File: src/rtl/level_classifier_pkg.sv
// Shared constants and helpers for the level classifier.
package level_classifier_pkg;

   localparam int MAX_CLASS  = 8;
   localparam int DEF_THR_LO = 32;
   localparam int DEF_THR_HI = 96;

   // Class-index width for n bands; a single band still needs one bit.
   function automatic int class_w(input int n);
      return (n <= 1) ? 1 : $clog2(n);
   endfunction

endpackage

File: src/rtl/level_classifier_cand.sv
// Combinational band candidate: threshold count with downward hysteresis.
module level_classifier_cand
   import level_classifier_pkg::*;
#(
   parameter int WIDTH   = 7,
   parameter int N_CLASS = 3,
   parameter int CLASS_W = class_w(N_CLASS),
   parameter int HYST    = 2
) (
   input  logic [WIDTH-1:0]                sample,
   input  logic [N_CLASS-2:0][WIDTH-1:0]   thr,
   input  logic [CLASS_W-1:0]              cur,
   output logic [CLASS_W-1:0]              cand
);

   always_comb begin
      int raw_n;
      int low_n;
      int lo_thr;
      // NOTE: every variable gets a default first so no path can infer a latch.
      raw_n  = 0;
      low_n  = 0;
      lo_thr = 0;
      cand   = cur;
      for (int i = 0; i < N_CLASS - 1; i++) begin
         if (sample >= thr[i]) raw_n++;
         lo_thr = int'(thr[i]) - HYST;
         if (lo_thr < 0) lo_thr = 0;
         if (int'(sample) >= lo_thr) low_n++;
      end
      // Moving up uses the plain thresholds; moving down must clear T-HYST.
      if (raw_n >= int'(cur)) begin
         cand = CLASS_W'(raw_n);
      end else if (low_n < int'(cur)) begin
         cand = CLASS_W'(low_n);
      end
   end

endmodule

File: src/rtl/level_classifier.sv
// Programmable N-band level classifier with hysteresis and dwell filter.
// Build option: LEVEL_CLASSIFIER_DWELL_EN enables the dwell (debounce) filter.
module level_classifier
   import level_classifier_pkg::*;
#(
   parameter int WIDTH   = 7,
   parameter int N_CLASS = 3,
   parameter int CLASS_W = class_w(N_CLASS),
   parameter int HYST    = 2,
   parameter int DWELL   = 4,
   parameter logic [(N_CLASS-1)*WIDTH-1:0] THR_INIT = {WIDTH'(DEF_THR_HI), WIDTH'(DEF_THR_LO)},
   parameter int RESET_CLASS = 0
) (
   input  logic               clk,
   input  logic               rst,
   input  logic [WIDTH-1:0]   sample,
   input  logic               sample_valid,
   input  logic               thr_we,
   input  logic [2:0]         thr_idx,
   input  logic [WIDTH-1:0]   thr_data,
   output logic [CLASS_W-1:0] class_out,
   output logic               class_valid,
   output logic               changed,
   output logic               dir_up
);

   typedef logic [N_CLASS-2:0][WIDTH-1:0] thr_t;

   if (N_CLASS < 2 || N_CLASS > MAX_CLASS || DWELL < 1 || CLASS_W != class_w(N_CLASS)) begin : g_param_err
      $error("level_classifier: illegal parameter set");
   end

   thr_t               thr_q, thr_d;
   logic [CLASS_W-1:0] class_q, class_d;
   logic               class_valid_q, class_valid_d;
   logic               changed_q, changed_d;
   logic               dir_up_q, dir_up_d;
   logic [CLASS_W-1:0] cand;
   logic               wr_ok;

`ifdef LEVEL_CLASSIFIER_DWELL_EN
   localparam int CNT_W = $clog2(DWELL + 1);
   logic [CLASS_W-1:0] pend_q, pend_d;
   logic [CNT_W-1:0]   cnt_q, cnt_d;
`endif

   level_classifier_cand #(
      .WIDTH   (WIDTH),
      .N_CLASS (N_CLASS),
      .CLASS_W (CLASS_W),
      .HYST    (HYST)
   ) u_cand (
      .sample (sample),
      .thr    (thr_q),
      .cur    (class_q),
      .cand   (cand)
   );

   always_comb begin
      thr_d         = thr_q;
      class_d       = class_q;
      class_valid_d = sample_valid;
      changed_d     = 1'b0;
      dir_up_d      = dir_up_q;
      wr_ok         = 1'b0;
`ifdef LEVEL_CLASSIFIER_DWELL_EN
      pend_d        = pend_q;
      cnt_d         = cnt_q;
`endif
      // Out-of-range indices match nothing, so those writes are fully ignored.
      for (int i = 0; i < N_CLASS - 1; i++) begin
         if (thr_we && thr_idx == 3'(i)) begin
            thr_d[i] = thr_data;
            wr_ok    = 1'b1;
         end
      end

      if (wr_ok) begin
`ifdef LEVEL_CLASSIFIER_DWELL_EN
         cnt_d = '0;
`endif
      end else if (sample_valid) begin
`ifdef LEVEL_CLASSIFIER_DWELL_EN
         if (cand == class_q) begin
            cnt_d = '0;
         end else begin
            logic [CNT_W-1:0] cnt_nxt;
            if (cand == pend_q) begin
               cnt_nxt = cnt_q + 1'b1;
            end else begin
               cnt_nxt = CNT_W'(1);
            end
            pend_d = cand;
            if (cnt_nxt == CNT_W'(DWELL)) begin
               class_d   = cand;
               cnt_d     = '0;
               changed_d = 1'b1;
               dir_up_d  = (cand > class_q);
            end else begin
               cnt_d = cnt_nxt;
            end
         end
`else
         if (cand != class_q) begin
            class_d   = cand;
            changed_d = 1'b1;
            dir_up_d  = (cand > class_q);
         end
`endif
      end
   end

   // NOTE: sequential state uses non-blocking assignments only.
   always_ff @(posedge clk) begin
      if (rst) begin
         thr_q         <= thr_t'(THR_INIT);
         class_q       <= CLASS_W'(RESET_CLASS);
         class_valid_q <= 1'b0;
         changed_q     <= 1'b0;
         dir_up_q      <= 1'b0;
`ifdef LEVEL_CLASSIFIER_DWELL_EN
         pend_q        <= '0;
         cnt_q         <= '0;
`endif
      end else begin
         thr_q         <= thr_d;
         class_q       <= class_d;
         class_valid_q <= class_valid_d;
         changed_q     <= changed_d;
         dir_up_q      <= dir_up_d;
`ifdef LEVEL_CLASSIFIER_DWELL_EN
         pend_q        <= pend_d;
         cnt_q         <= cnt_d;
`endif
      end
   end

   assign class_out   = class_q;
   assign class_valid = class_valid_q;
   assign changed     = changed_q;
   assign dir_up      = dir_up_q;

endmodule

File: config.mk
export PLATFORM = sky130hd
export DESIGN_NAME = level_classifier
export DESIGN_NICKNAME = d
export VERILOG_FILES = /design/src/rtl/level_classifier_pkg.sv /design/src/rtl/level_classifier_cand.sv /design/src/rtl/level_classifier.sv
export SDC_FILE = /design/constraint.sdc
export NUM_CORES = 1
export LEC_CHECK = 0
export ABC_AREA = 1
export BUFFER_PORTS_ARGS = -buffer_cell sky130_fd_sc_hd__buf_2
export CAP_MARGIN = 20
export CORE_MARGIN = 2
export CORE_UTILIZATION = 40
export DETAILED_ROUTE_END_ITERATION = 6
export GPL_TIMING_DRIVEN = 0
export PLACE_DENSITY = 0.62
export SLEW_MARGIN = 20
export SYNTH_ARGS = -nofsm -noshare
export SYNTH_HDL_FRONTEND = slang
export SYNTH_SLANG_ARGS = --single-unit
File: constraint.sdc
create_clock -name clk -period 8.8 [get_ports clk]
set_input_delay 1.32 -clock clk [delete_from_list [all_inputs] [get_ports clk]]
set_output_delay 1.32 -clock clk [all_outputs]
set_load 0.01 [all_outputs]
==> results of run 1 <==
[critical path, delay by kind of cell]
family / cells / cell delay, ps
compound gates: 4 / 590
fa+ha+maj: 4 / 1220
buf+inv: 4 / 300
simple gates: 8 / 740
[sequential cells by signal, summed over array words and instances (netlist names)]
signal	cells
changed	1
class_out	2
class_valid	1
dir_up	1
thr_q	14
[per-layer routing]
metal	wire length [um]	global-route usage	up-vias
li1	-	-	913
met1	2110	0.240	705
met2	1520	0.238	28
met3	117	0.0128	5
met4	53	0.0503	0
met5	0	0	-
[final timing paths]
check / from / endpoint / slack (ps) / cells past startpoint
worst min-delay path: thr_q[6] / thr_q[6] / 480 / 2
worst min register to register: thr_q[6] / thr_q[6] / 480 / 2
worst max-delay path: sample[2] / class_out[0] / 4790 / 20
worst max register to register: thr_q[1] / class_out[0] / 5150 / 24
[power groups by stage]
| stage | clock network [mW] | logic, mW | registers, mW |
|---|---|---|---|
| after floorplan | 0 | 0.112 | 0.111 |
| after global placement | 0 | 0.153 | 0.107 |
| after detailed placement | 0 | 0.155 | 0.108 |
| after CTS | 0.0612 | 0.156 | 0.106 |
| after global routing | 0.0645 | 0.185 | 0.107 |
| final | 0.0603 | 0.156 | 0.106 |
[synth_stat cells, types with 4 or more instances]
master / n
a21oi_1: 22
dfxtp_1: 19
ha_1: 38
inv_1: 29
inv_2: 4
nand2_1: 48
nand3_1: 17
nand4_1: 4
nor2_1: 26
o211ai_1: 6
o21a_1: 4
o21ai_0: 12
o21ai_1: 5
[kinds of logic (layout without fill, tap and decap cells)]
logic type,after synthesis,after routing,share of synthesized area
and+or+nand+nor,111,111,0.296
DFF,19,19,0.211
AOI/OAI and AO/OA,49,49,0.150
adders and majority gates,38,38,0.264
buffers and inverters,36,64,0.0797
[placed cells by master, fill, tap and decap left out]
cell	n
nand2_1	48
ha_1	38
inv_1	29
nor2_1	26
buf_2	24
a21oi_1	22
dfxtp_1	19
nand3_1	17
o21ai_0	12
o211ai_1	6
o21ai_1	5
inv_2	4
nand4_1	4
o21a_1	4
nor2_2	3
nand3_2	3
clkbuf_8	3
nor3_2	2
or2_2	2
nand2_4	2
and2_1	1
clkinv_4	1
nor2_4	1
buf_4	1
clkinv_1	1
nor3_1	1
nor2_8	1
clkbuf_1	1
[cell type report]
cell class | instances | area (um2)
fill | 426 | 2320
multi-input combinational | 198 | 1280
sequential | 19 | 380
inverter | 35 | 136
timing repair buffer | 24 | 120
tap | 52 | 65.1
clock buffer | 4 | 45.0
buffer | 1 | 7.51
==> qor.yml, run 1 <==
cts_resized: 0
hp-class: "flip-flop to flip-flop"
worstMarginPinSlew_ps: 264
portBuffers: 24
fin_crit_ps: 4010
slew_viol_final: 0
critPathArrivalTime_ps: 4170
gp_congestion: 0.855
overflow: 0
syn_inst: 253
dr.pass1.iters: 5
fin_util: 0.467
cp_cell_sequence: "buf_2 -> ha_1 -> a21oi_1 -> o21ai_0 -> nand2_1 -> o211ai_1 -> ha_1 -> inv_1 -> ha_1 -> nand2_1 -> nand3_1 -> o21ai_0 -> inv_1 -> ha_1 -> nand2_1 -> nand2_1 -> nor2_4 -> nand3_1 -> nand2_1 -> inv_1"
post-route-period-util: 0.456
fp.dieW_um: 71.2
fin_setup_tns_ps: 0
crit_top_cell: "nand2_1"
p_leak_nw: 1.04
via_per_inst: 4.96
drc: 0
antenna_cells: 0
start_util: 0.414
slew_headroom: 0.822
clock_sinks: 19
netlist_area_um2: 1800
grt_pass1_wl_um: 6480
root_buffer: "clkbuf_8"
synthesis.nets: 312
grt_max_degree: 11
drt-total-wl_um: 3800
cts_buffer_depth: 2
synth_warnings: 0
yosysTopAreaCell: "ha_1"
setup_viol: 0
h-tree-depth: 1
rsz0062_at_grt: "no"
dpl_worst_slack_ps: 4530
intPower_mw: 0.193
startpoint_type: "input port"
peakVddDrop_uv: 134
die_y_um: 71.2
antenna_found_initial: 0
synth.top_cell.area_share: 0.264
critical_path_class: "input port to flip-flop"
synthTopCellsByArea: "ha_1 26%, dfxtp_1 21%, nand2_1 10%"
syn_avg_cell_area_um2: 7.13
grt_pass1_vias: 1493
clock_power_share: 0.187
dpl.cell_count: 329
dp_hpwl_um: 3170
drt-initial-drc-count: 61
async_reset_ff_frac: 0
worst_setup_path_end_kind: "flip-flop"
ctsHoldBuffers: 0
placementRows: 24
power_frac_comb: 0.484
die-area_um2: 5060
required_ps: 8960
swShare: 0.400
cts_buffers: 3
status: "finished, final reports clean"
nets: 341
area_growth_pct: 12.8
dpl_cell_area_um2: 1990
grt_util_all_layers: 0.159
coreArea_um2: 4350
slowest_stage: "ha_1"
ys_seq_area_frac: 0.211
ant_nets: 0
final_cell_area_um2: 2030
synth_edf_count: 0
max_cap_viol_count: 0
post_cts_buffers: 0
crit_path_max_fanout: 4
yosys_most_used_dff: "dfxtp_1"
fin_cells: 333
whs_ps: 481
wl_per_cell_um: 11.4
insertion_delay_ps: 260
fin_ws_ps: 4790
synth_seq_cells: 19
power_density_nw_per_um2: 158
synth_cell_types: 25
cts_tree: "yes"
clock-skew-final_ps: 3.34
layout-drive-gt1-share: 0.167
p_switching_mw: 0.129
max_stage_delay_ps: 340
clk_pin_slew_ps: 70
ios: 26
hold_viol_final: 0
power_frac_seq: 0.329
vias: 1651
max_freq_ghz: 0.249
power.total_mw: 0.322
Power figures use the tool's default switching activity.
==> run 2: changes to the inputs <==
Settings changed: ABC_AREA 1 to 0, PLACE_DENSITY 0.62 to 0.63.
Clock period 8.8 ns to 3.9 ns, I/O delays scaled along.
==> qor.yml, run 2 <==
worst_setup_path_end_kind: "flip-flop"
yosysTopAreaCell: "ha_1"
max_freq_ghz: 0.274
startpoint_type: "flip-flop"
clock_sinks: 19
setup_viol: 0
antenna_cells: 0
cts_buffer_depth: 2
path_delay_family: "adder cells"
required_ps: 4080
synth_common_cells: "38 x ha_1, 22 x nor2_1, 19 x dfxtp_1"
reg2reg_from: "thr_q[8]"
grt_util_all_layers: 0.151
min_path_cells: 2
power.total_mw: 0.614
area_growth_pct: 15.2
antenna_found_initial: 0
synth_cell_types: 30
slowest_stage: "dfxtp_1"
overflow: 0
crit_buf_inv: 2
hp-class: "flip-flop to flip-flop"
die_y_um: 68.9
status: "finished, final reports clean"
placementRows: 23
grt_max_degree: 11
async_reset_ff_frac: 0
min_to: "dir_up"
largest_register_ffs: 14
grt_pass1_vias: 1250
p_leak_nw: 0.980
synth_seq_cells: 19
die-area_um2: 4740
registers.top_by_ff_count: "thr_q"
final_common_cell: "ha_1"
coreArea_um2: 4030
fin_setup_tns_ps: 0
synth_most_common_cell: "ha_1"
max_cap_viol_count: 0
rrSetupSlack_ps: 260
ios: 26
vias: 1353
drc: 0
dpl_cell_area_um2: 1860
critPathArrivalTime_ps: 3820
netlist_area_um2: 1680
root_buffer: "clkbuf_8"
synth_warnings: 0
power_density_nw_per_um2: 317
fin_util: 0.481
fin_ws_ps: 256
via_per_inst: 4.96
layout-drive-gt1-share: 0.202
clk_pin_slew_ps: 70
hold_viol_final: 0
yosys_most_used_dff: "dfxtp_1"
drt-total-wl_um: 3100
portBuffers: 23
max_stage_delay_ps: 320
reg2reg_depth: 20
worstMarginPinSlew_ps: 494
start_util: 0.418
slew_viol_final: 0
ctsHoldBuffers: 0
insertion_delay_ps: 260
r2r_end: "class_out[0]"
syn_inst: 195
synth_edf_count: 0
slew_headroom: 0.671
fin_crit_ps: 3640
final_cell_area_um2: 1940
peakVddDrop_uv: 256
cts_buffers: 3
drt-initial-drc-count: 33
synth.top_cell.area_share: 0.283
post-route-period-util: 0.934
gp_congestion: 0.815
clock-skew-final_ps: 1.30
synthesis.nets: 254
crit_path_max_fanout: 7
syn_avg_cell_area_um2: 8.63
dpl_worst_slack_ps: 33.3
nets: 283
worstHoldStart: "dir_up"
synthTopCellsByArea: "ha_1 28%, dfxtp_1 23%, mux2i_1 8.3%"
rsz0062_at_grt: "no"
critical_path_class: "flip-flop to flip-flop"
fp.dieW_um: 68.9
grt_pass1_wl_um: 5400
layout_common_cells: "35 x ha_1, 23 x buf_2, 21 x nor2_1"
dr.pass1.iters: 4
wl_per_cell_um: 11.4
cp_cell_sequence: "inv_1 -> ha_2 -> nand4_1 -> and2_1 -> ha_1 -> nor2b_1 -> o21ai_0 -> a21oi_1 -> o21ai_1 -> ha_2 -> ha_1 -> nor2_1 -> o22ai_1 -> mux2_2 -> ha_1 -> nand2_1 -> and3_4 -> buf_6 -> nor2_1 -> a211oi_2"
crit_top_cell: "ha_1"
h-tree-depth: 1
ys_seq_area_frac: 0.226
dp_hpwl_um: 2640
ant_nets: 0
cts_tree: "yes"
-- run 2: changes by cell type in the layout (fill, tap and decap cells not counted), moves of 4 or more --
cell / delta
a21o_1: +4
nor2b_1: +6
nor2_1: -5
nand2_1: -34
mux2i_1: +14
a21oi_1: -6
o21a_1: -4
o211ai_1: -6
o21ai_0: -8
inv_1: -14
o21ai_1: -4
nand3_1: -15
-- run 2: area by class of cell --
cell class | count | area [um2]
fill | 402 | 2090
timing repair buffer | 24 | 123
sequential | 19 | 383
multi-input combinational | 155 | 1240
clock buffer | 4 | 45.0
tap | 50 | 62.6
buffer | 4 | 22.5
inverter | 17 | 63.8
-- run 2: stage by stage --
stage / instances / hold WS [ps]
finish: 273 / 525
floorplan: 195 / 479
detailed placement: 268 / 525
global placement: 268 / 506
global route: 273 / 551
CTS: 272 / 538
-- run 2: report_power, final --
group | internal [mW] | switching, mW
Sequential | 0.214 | 0.0167
Combinational | 0.121 | 0.126
Clock | 0.0727 | 0.0638
Total | 0.407 | 0.207
-- run 2: worst max-delay path by stage --
stage	from	to	slack, ps	cells past startpoint
after floorplan	sample[4]	class_out[0]	410	16
after global placement	thr_q[1]	class_out[0]	50	20
after detailed placement	thr_q[1]	class_out[0]	30	20
after CTS	thr_q[1]	class_out[0]	10	20
after global routing	thr_q[8]	class_out[0]	2	20
final	thr_q[8]	class_out[0]	260	20
-- run 2: cell families (layout without fill, tap and decap cells) --
family	Yosys count	in the layout	share of synthesized area
flip-flops	19	19	0.226
buffers and inverters	21	49	0.0513
AND/OR/NAND/NOR	63	63	0.194
adder cells (fa/ha/maj)	38	38	0.283
multiplexers	15	15	0.0900
XOR/XNOR	4	4	0.0208
AO/OA/AOI/OAI	35	35	0.135
-- run 2: worst min-delay path, cell delays in order, from the launching register on --
cell      delay, ps
dfxtp_1         320
nor2_2          110
a211oi_2         50
-- run 2: timing repair --
action / in CTS / in global routing
resized for setup: 0 / 12
endpoints found under the setup margin: 0 / 4
setup buffers: 0 / 1
endpoints found under the hold margin: 0 / 0
-- run 2: routing by layer --
metal	vias to the layer above	global-route usage	wire length, um
met5	-	0	0
met3	4	0.0114	79
li1	739	-	-
met1	587	0.226	1690
met4	0	0.0662	53
met2	23	0.219	1280
